$ cat src/rtl/rrc_sym_sync_if.sv
// Sample-stream bundle for rrc_sym_sync: matched-filter I/Q in, one on-time
// symbol per strobe out, plus the timing-loop lock flag.
interface rrc_sym_sync_if #(
  parameter int unsigned WIQ = 16
) ();
  logic signed [WIQ-1:0] i_in;
  logic signed [WIQ-1:0] q_in;
  logic                  iq_val_i;
  logic signed [WIQ-1:0] sym_i;
  logic signed [WIQ-1:0] sym_q;
  logic                  sym_val;
  logic                  lock;

  modport master (output i_in, q_in, iq_val_i, input sym_i, sym_q, sym_val, lock);
  modport slave  (input i_in, q_in, iq_val_i, output sym_i, sym_q, sym_val, lock);
endinterface

$ cat src/rtl/rrc_sym_sync.sv
// Early-late gate symbol timing recovery and OSF:1 decimator for the MSK RX chain.
// Optional debug outputs (dbg_err, dbg_adj) are enabled by defining SYM_SYNC_DBG_EN.
module rrc_sym_sync #(
  parameter int unsigned OSF      = 20,
  parameter int unsigned WIQ      = 16,
  parameter int unsigned EL_OFF   = 3,
  parameter int unsigned ACC_SYM  = 4,
  parameter int unsigned ERR_THR  = 0,
  parameter int unsigned LOCK_CNT = 8,
  parameter int unsigned ACC_W    = 24
) (
  input  logic                 clk,
  input  logic                 rst,
  rrc_sym_sync_if.slave        bus
`ifdef SYM_SYNC_DBG_EN
  ,
  output logic signed [WIQ+1:0] dbg_err,
  output logic [1:0]            dbg_adj
`endif
);

  localparam int unsigned MID = OSF / 2;
  localparam int unsigned CW  = $clog2(OSF + 2);
  localparam int unsigned EW  = WIQ + 2;
  localparam int unsigned SW  = ((ACC_W > EW) ? ACC_W : EW) + 1;
  localparam int unsigned SCW = $clog2(ACC_SYM + 1);
  localparam int unsigned LCW = $clog2(LOCK_CNT + 1);

  localparam logic signed [SW-1:0] ACC_MAX = {{(SW-ACC_W+1){1'b0}}, {(ACC_W-1){1'b1}}};
  localparam logic signed [SW-1:0] ACC_MIN = -ACC_MAX;
  localparam logic signed [SW-1:0] THR_P   = SW'(ERR_THR);
  localparam logic signed [SW-1:0] THR_N   = -THR_P;

  typedef enum logic [1:0] {
    ADJ_NONE = 2'b00,
    ADJ_RET  = 2'b01,
    ADJ_ADV  = 2'b10
  } adj_e;

  logic [CW-1:0]          ctr_q, ctr_d, period_q, period_d;
  logic [WIQ:0]           emag_q, emag_d;
  logic signed [ACC_W-1:0] acc_q, acc_d;
  logic [SCW-1:0]         scnt_q, scnt_d;
  logic [LCW-1:0]         lcnt_q, lcnt_d;
  logic                   lock_q, lock_d;
  logic signed [WIQ-1:0]  sym_i_q, sym_i_d, sym_q_q, sym_q_d;
  logic                   sym_val_q, sym_val_d;

  logic [WIQ:0]           mag_cur;
  logic signed [EW-1:0]   err;
  logic signed [SW-1:0]   sum, sat_w;
  adj_e                   adj;

  // |x| of the most negative code is 2^(WIQ-1); one extra bit keeps it exact.
  function automatic logic [WIQ:0] mag(input logic signed [WIQ-1:0] a,
                                       input logic signed [WIQ-1:0] b);
    logic [WIQ:0] aa, ab;
    aa = a[WIQ-1] ? (~{1'b1, a} + (WIQ+1)'(1)) : {1'b0, a};
    ab = b[WIQ-1] ? (~{1'b1, b} + (WIQ+1)'(1)) : {1'b0, b};
    return aa + ab;
  endfunction

  always_comb begin
    ctr_d     = ctr_q;
    period_d  = period_q;
    emag_d    = emag_q;
    acc_d     = acc_q;
    scnt_d    = scnt_q;
    lcnt_d    = lcnt_q;
    sym_i_d   = sym_i_q;
    sym_q_d   = sym_q_q;
    sym_val_d = 1'b0;
    adj       = ADJ_NONE;

    mag_cur = mag(bus.i_in, bus.q_in);
    err     = $signed({1'b0, mag_cur}) - $signed({1'b0, emag_q});
    sum     = $signed({{(SW-ACC_W){acc_q[ACC_W-1]}}, acc_q})
            + $signed({{(SW-EW){err[EW-1]}}, err});
    if (sum > ACC_MAX)      sat_w = ACC_MAX;
    else if (sum < ACC_MIN) sat_w = ACC_MIN;
    else                    sat_w = sum;

    if (bus.iq_val_i) begin
      if (ctr_q == period_q - CW'(1)) begin
        ctr_d    = '0;
        period_d = CW'(OSF);
      end else begin
        ctr_d = ctr_q + CW'(1);
      end

      if (ctr_q == CW'(MID)) begin
        sym_i_d   = bus.i_in;
        sym_q_d   = bus.q_in;
        sym_val_d = 1'b1;
      end

      if (ctr_q == CW'(MID - EL_OFF)) emag_d = mag_cur;

      // Evaluation sees the accumulator including this symbol's error; the
      // period change lands before this symbol's wrap, stretching only it.
      if (ctr_q == CW'(MID + EL_OFF)) begin
        acc_d  = sat_w[ACC_W-1:0];
        scnt_d = scnt_q + SCW'(1);
        if (scnt_q == SCW'(ACC_SYM - 1)) begin
          acc_d  = '0;
          scnt_d = '0;
          if (sat_w > THR_P) begin
            adj      = ADJ_RET;
            period_d = CW'(OSF + 1);
          end else if (sat_w < THR_N) begin
            adj      = ADJ_ADV;
            period_d = CW'(OSF - 1);
          end
          if (adj == ADJ_NONE)
            lcnt_d = (lcnt_q == LCW'(LOCK_CNT)) ? lcnt_q : lcnt_q + LCW'(1);
          else
            lcnt_d = '0;
        end
      end
    end

    lock_d = (lcnt_d == LCW'(LOCK_CNT));
  end

  always_ff @(posedge clk or posedge rst) begin
    if (rst) begin
      ctr_q     <= '0;
      period_q  <= CW'(OSF);
      emag_q    <= '0;
      acc_q     <= '0;
      scnt_q    <= '0;
      lcnt_q    <= '0;
      lock_q    <= 1'b0;
      sym_i_q   <= '0;
      sym_q_q   <= '0;
      sym_val_q <= 1'b0;
    end else begin
      ctr_q     <= ctr_d;
      period_q  <= period_d;
      emag_q    <= emag_d;
      acc_q     <= acc_d;
      scnt_q    <= scnt_d;
      lcnt_q    <= lcnt_d;
      lock_q    <= lock_d;
      sym_i_q   <= sym_i_d;
      sym_q_q   <= sym_q_d;
      sym_val_q <= sym_val_d;
    end
  end

  assign bus.sym_i   = sym_i_q;
  assign bus.sym_q   = sym_q_q;
  assign bus.sym_val = sym_val_q;
  assign bus.lock    = lock_q;

`ifdef SYM_SYNC_DBG_EN
  logic signed [EW-1:0] dbg_err_q;
  adj_e                 dbg_adj_q;

  always_ff @(posedge clk or posedge rst) begin
    if (rst) begin
      dbg_err_q <= '0;
      dbg_adj_q <= ADJ_NONE;
    end else begin
      if (bus.iq_val_i && ctr_q == CW'(MID + EL_OFF)) dbg_err_q <= err;
      dbg_adj_q <= adj;
    end
  end

  assign dbg_err = dbg_err_q;
  assign dbg_adj = dbg_adj_q;
`endif

endmodule

$ cat src/flat_wrapper.sv
// flat-port wrapper written by rule: the top's interface ports become plain ports
module rrc_sym_sync_flat 
#(
  parameter int unsigned OSF      = 20,
  parameter int unsigned WIQ      = 16,
  parameter int unsigned EL_OFF   = 3,
  parameter int unsigned ACC_SYM  = 4,
  parameter int unsigned ERR_THR  = 0,
  parameter int unsigned LOCK_CNT = 8,
  parameter int unsigned ACC_W    = 24
)
  (clk, rst, bus_i_in, bus_q_in, bus_iq_val_i, bus_sym_i, bus_sym_q, bus_sym_val, bus_lock);
  rrc_sym_sync_if #(.WIQ(WIQ)) bus_i ();
  input  logic clk;
  input  logic rst;
  input wire logic [$bits(bus_i.i_in)-1:0] bus_i_in;
  input wire logic [$bits(bus_i.q_in)-1:0] bus_q_in;
  input wire logic [$bits(bus_i.iq_val_i)-1:0] bus_iq_val_i;
  output wire logic [$bits(bus_i.sym_i)-1:0] bus_sym_i;
  output wire logic [$bits(bus_i.sym_q)-1:0] bus_sym_q;
  output wire logic [$bits(bus_i.sym_val)-1:0] bus_sym_val;
  output wire logic [$bits(bus_i.lock)-1:0] bus_lock;
  assign bus_i.i_in = bus_i_in;
  assign bus_i.q_in = bus_q_in;
  assign bus_i.iq_val_i = bus_iq_val_i;
  assign bus_sym_i = bus_i.sym_i;
  assign bus_sym_q = bus_i.sym_q;
  assign bus_sym_val = bus_i.sym_val;
  assign bus_lock = bus_i.lock;
  rrc_sym_sync #(.OSF(OSF), .WIQ(WIQ), .EL_OFF(EL_OFF), .ACC_SYM(ACC_SYM), .ERR_THR(ERR_THR), .LOCK_CNT(LOCK_CNT), .ACC_W(ACC_W)) u_core (.clk(clk), .rst(rst), .bus(bus_i));
endmodule
$ cat config.mk
export PLATFORM = sky130hd
export DESIGN_NAME = rrc_sym_sync_flat
export DESIGN_NICKNAME = d
export VERILOG_FILES = /design/src/rtl/rrc_sym_sync_if.sv /design/src/rtl/rrc_sym_sync.sv /design/src/flat_wrapper.sv
export SDC_FILE = /design/constraint.sdc
export NUM_CORES = 1
export LEC_CHECK = 0
export ABC_AREA = 1
export CORE_MARGIN = 5
export CORE_UTILIZATION = 50
export CTS_CLUSTER_SIZE = 30
export DETAILED_ROUTE_END_ITERATION = 12
export MAX_ROUTING_LAYER = met4
export PLACE_DENSITY = 0.78
export SYNTH_ARGS = -nofsm -noshare
export SYNTH_HDL_FRONTEND = slang
export SYNTH_SLANG_ARGS = --single-unit
$ cat constraint.sdc
create_clock -name clk -period 7.8 [get_ports clk]
set_input_delay 1.56 -clock clk [delete_from_list [all_inputs] [get_ports clk]]
set_output_delay 1.56 -clock clk [all_outputs]
set_load 0.01 [all_outputs]
==> results.sh <==
export IMPL_status="finished clean"
export IMPL_cpMaxStageDelayCell="ha_2"
export IMPL_required_ns=8.07
export IMPL_post_drt_wl_per_cell_um=16.01
export IMPL_ys_async_sr_fraction_pct=100.0
export IMPL_clkLatencyLatePin_ns=0.35
export IMPL_grt_pass1_wl_um=37830
export IMPL_synth_edff_count=0
export IMPL_antenna_cells=0
export IMPL_slew_headroom_pct=46.46
export IMPL_die_height_um=134.6
export IMPL_ioPinCount=69
export IMPL_cts_root_buf="clkbuf_16"
export IMPL_drc=0
export IMPL_antenna_found_initial=0
export IMPL_syn_nets=1232
export IMPL_cp_start_kind="input port"
export IMPL_ys_warn_count=0
export IMPL_path_class="in -> reg"
export IMPL_worst_pin_slew_ns=0.8030
export IMPL_hp_class="reg -> reg"
export IMPL_finalSetupTns_ns=0
export IMPL_hold_viol=0
export IMPL_cpMostUsedCell="nand2_1"
export IMPL_finalMaxSlewViolations=0
export IMPL_cp_arrival_ns=8.00
export IMPL_fmax_ghz=0.1293
export IMPL_max_stage_delay_ns=0.38
export IMPL_ys_flop_type="dfrtp_1"
export IMPL_yosysSeqAreaShare_pct=29.67
export IMPL_cts_sinks=92
export IMPL_finalCritPeriodShare_pct=99.18
export IMPL_period_needed_ns=7.736
export IMPL_fillers=1131
export IMPL_detail_route_antenna_nets=0
export IMPL_drt_initial_drc_count=474
export IMPL_drive_gt1_share_pct=25.00
export IMPL_fin_util_pct=71.92
export IMPL_synthCells=1126
export IMPL_grt_pass1_vias=8253
export IMPL_synthesis_area_mm2=0.007767
export IMPL_dp_final_hpwl_um=17300
export IMPL_dp_cells=1530
export IMPL_vias=8346
export IMPL_rr_worst_depth=41
export IMPL_hold_depth=2
export IMPL_synth_distinct_cells=44
export IMPL_syn_mean_instance_area_um2=6.898
export IMPL_via_per_inst=5.336
export IMPL_worst_hold_slack_ns=0.4924
export IMPL_io_buffers=68
export IMPL_cts_tree="built"
export IMPL_synth_top_area_share_pct=28.99
export IMPL_fp_row_count=45
export IMPL_die_x_um=134.6
export IMPL_clkSlewWorstSetupHoldPaths_ns=0.07
export IMPL_multi_input_area_mm2=0.005324
export IMPL_seqCellArea_mm2=0.002305
export IMPL_place_gp_congestion=0.9207
export IMPL_synth_area_leader_cell="dfrtp_1"
export IMPL_finalSetupViolCount=0
export IMPL_cp_max_fo=6
export IMPL_track_usage_pct=26.05
export IMPL_ctsHtreeMaxLevel=3
export IMPL_die_area_mm2=0.01813
export IMPL_clockBufferDepth=2
export IMPL_start_util_pct=51.09
export IMPL_cts_buffers=9
export IMPL_firstDrtPassIters=5
export IMPL_grt_max_degree=64
export IMPL_globalRouteOverflowTotal=0
export IMPL_routed_wirelength_um=25040
export IMPL_core_area_mm2=0.01520
export IMPL_area_growth_pct=40.75
export IMPL_fin_skew_ns=0.006920
export IMPL_synth_seq_cells=92
export IMPL_cp_end_kind="flip-flop"
export IMPL_fin_cells=1564
export IMPL_fin_nets=1477
export IMPL_ys_top_cells_by_area="dfrtp_1, nand2_1, ha_1"
export IMPL_maxCapViolCount=0
## routing by layer
| metal | up-vias | routed length (um) | track usage, % |
|---|---|---|---|
| li1 | 4115 | - | - |
| met1 | 3887 | 10630 | 32.37 |
| met2 | 267 | 12350 | 43.91 |
| met3 | 77 | 1064 | 3.092 |
| met4 | 0 | 995 | 9.389 |
| met5 | - | 0 | - |
## cells in the final DEF, fill, tap and decap left out, drive strengths merged, types with 10 or more instances in the layout
cell type | synthesis | layout
o21bai | 10 | 10
ha | 68 | 68
dfrtp | 90 | 90
nand2 | 280 | 281
a21oi | 98 | 98
nor2 | 107 | 107
o21ai | 51 | 51
nor3 | 19 | 19
nand4 | 17 | 17
clkdlybuf4s50 | 0 | 59
nand3 | 65 | 65
buf | 2 | 184
xor2 | 55 | 55
inv | 189 | 189
clkbuf | 17 | 12
## kinds of logic (layout without fill, tap and decap cells)
logic type      count (synthesis)  count (layout)  synth area share, %
simple gates                  502             503                27.26
fa+ha+maj                      71              71                11.73
mux                             3               3               0.4188
buf+inv                       210             459                10.24
xor+xnor                       63              63                7.104
flops                          92              92                29.67
compound gates                185             185                13.58
## cell usage after synthesis (4+ instances only)
library cell / instances
nand4_1: 17
nor3_1: 18
a32o_1: 5
ha_1: 68
inv_1: 185
nor4_1: 5
nor2_1: 104
xnor2_1: 8
inv_2: 4
nand2_2: 9
nand3_1: 63
o21bai_1: 10
xor2_1: 55
a21oi_1: 96
clkbuf_1: 17
dfrtp_1: 90
nand3b_1: 4
o21ai_0: 49
nand2_1: 271
o31ai_1: 4
## stage by stage
step | setup slack (ns) | instance area (um2)
floorplan | 0.6786 | 7767
finish | 0.06433 | 10930
detailed placement | -0.8377 | 9869
global route | -0.2884 | 10930
CTS | 0.007018 | 10320
global placement | -0.6713 | 9869
## state kept, by name (all words and copies together), names as in the netlist
signal	count
u_core.period_q	5
u_core.bus.lock	1
u_core.bus.sym_q	16
u_core.scnt_q	3
u_core.ctr_q	5
u_core.emag_q	17
u_core.acc_q	24
u_core.bus.sym_val	1
u_core.lcnt_q	4
u_core.bus.sym_i	16
## cell type report
| class | count | share of cell area [%] |
|---|---|---|
| multi-input combinational | 825 | 48.70 |
| inverter | 191 | 6.569 |
| clock buffer | 10 | 2.094 |
| clock inverter | 6 | 0.4463 |
| tap | 188 | 2.152 |
| sequential | 92 | 21.08 |
| timing repair buffer | 252 | 18.96 |
## path summary, 6_finish.rpt
kind	start	end	slack (ns)
min in group asynchronous	rst	u_core.bus.sym_i[4]	1.57
hold / removal	u_core.acc_q[5]	u_core.acc_q[5]	0.49
setup reg to reg	u_core.emag_q[2]	u_core.period_q[4]	2.60
hold reg to reg	u_core.acc_q[5]	u_core.acc_q[5]	0.49
max in group asynchronous	rst	u_core.acc_q[12]	5.03
setup / recovery	bus_q_in[1]	u_core.period_q[4]	0.06
## critical path, delay by kind of cell
family                   cells  cell delay [ns]
adder cells (fa/ha/maj)      4             1.08
AND/OR/NAND/NOR             27             3.05
AO/OA/AOI/OAI                7             0.96
XOR/XNOR                     3             0.45
buffers and inverters        8             0.89
## what timing repair did
action,in CTS,in global routing
setup endpoints to repair,21,33
hold buffers,0,0
pin swaps,17,62
cloned,1,0
buffers inserted,6,12
gates resized for setup,28,124
Power is not shown: default switching activity piles up to over one toggle a cycle in this logic, so the estimate is an artifact.
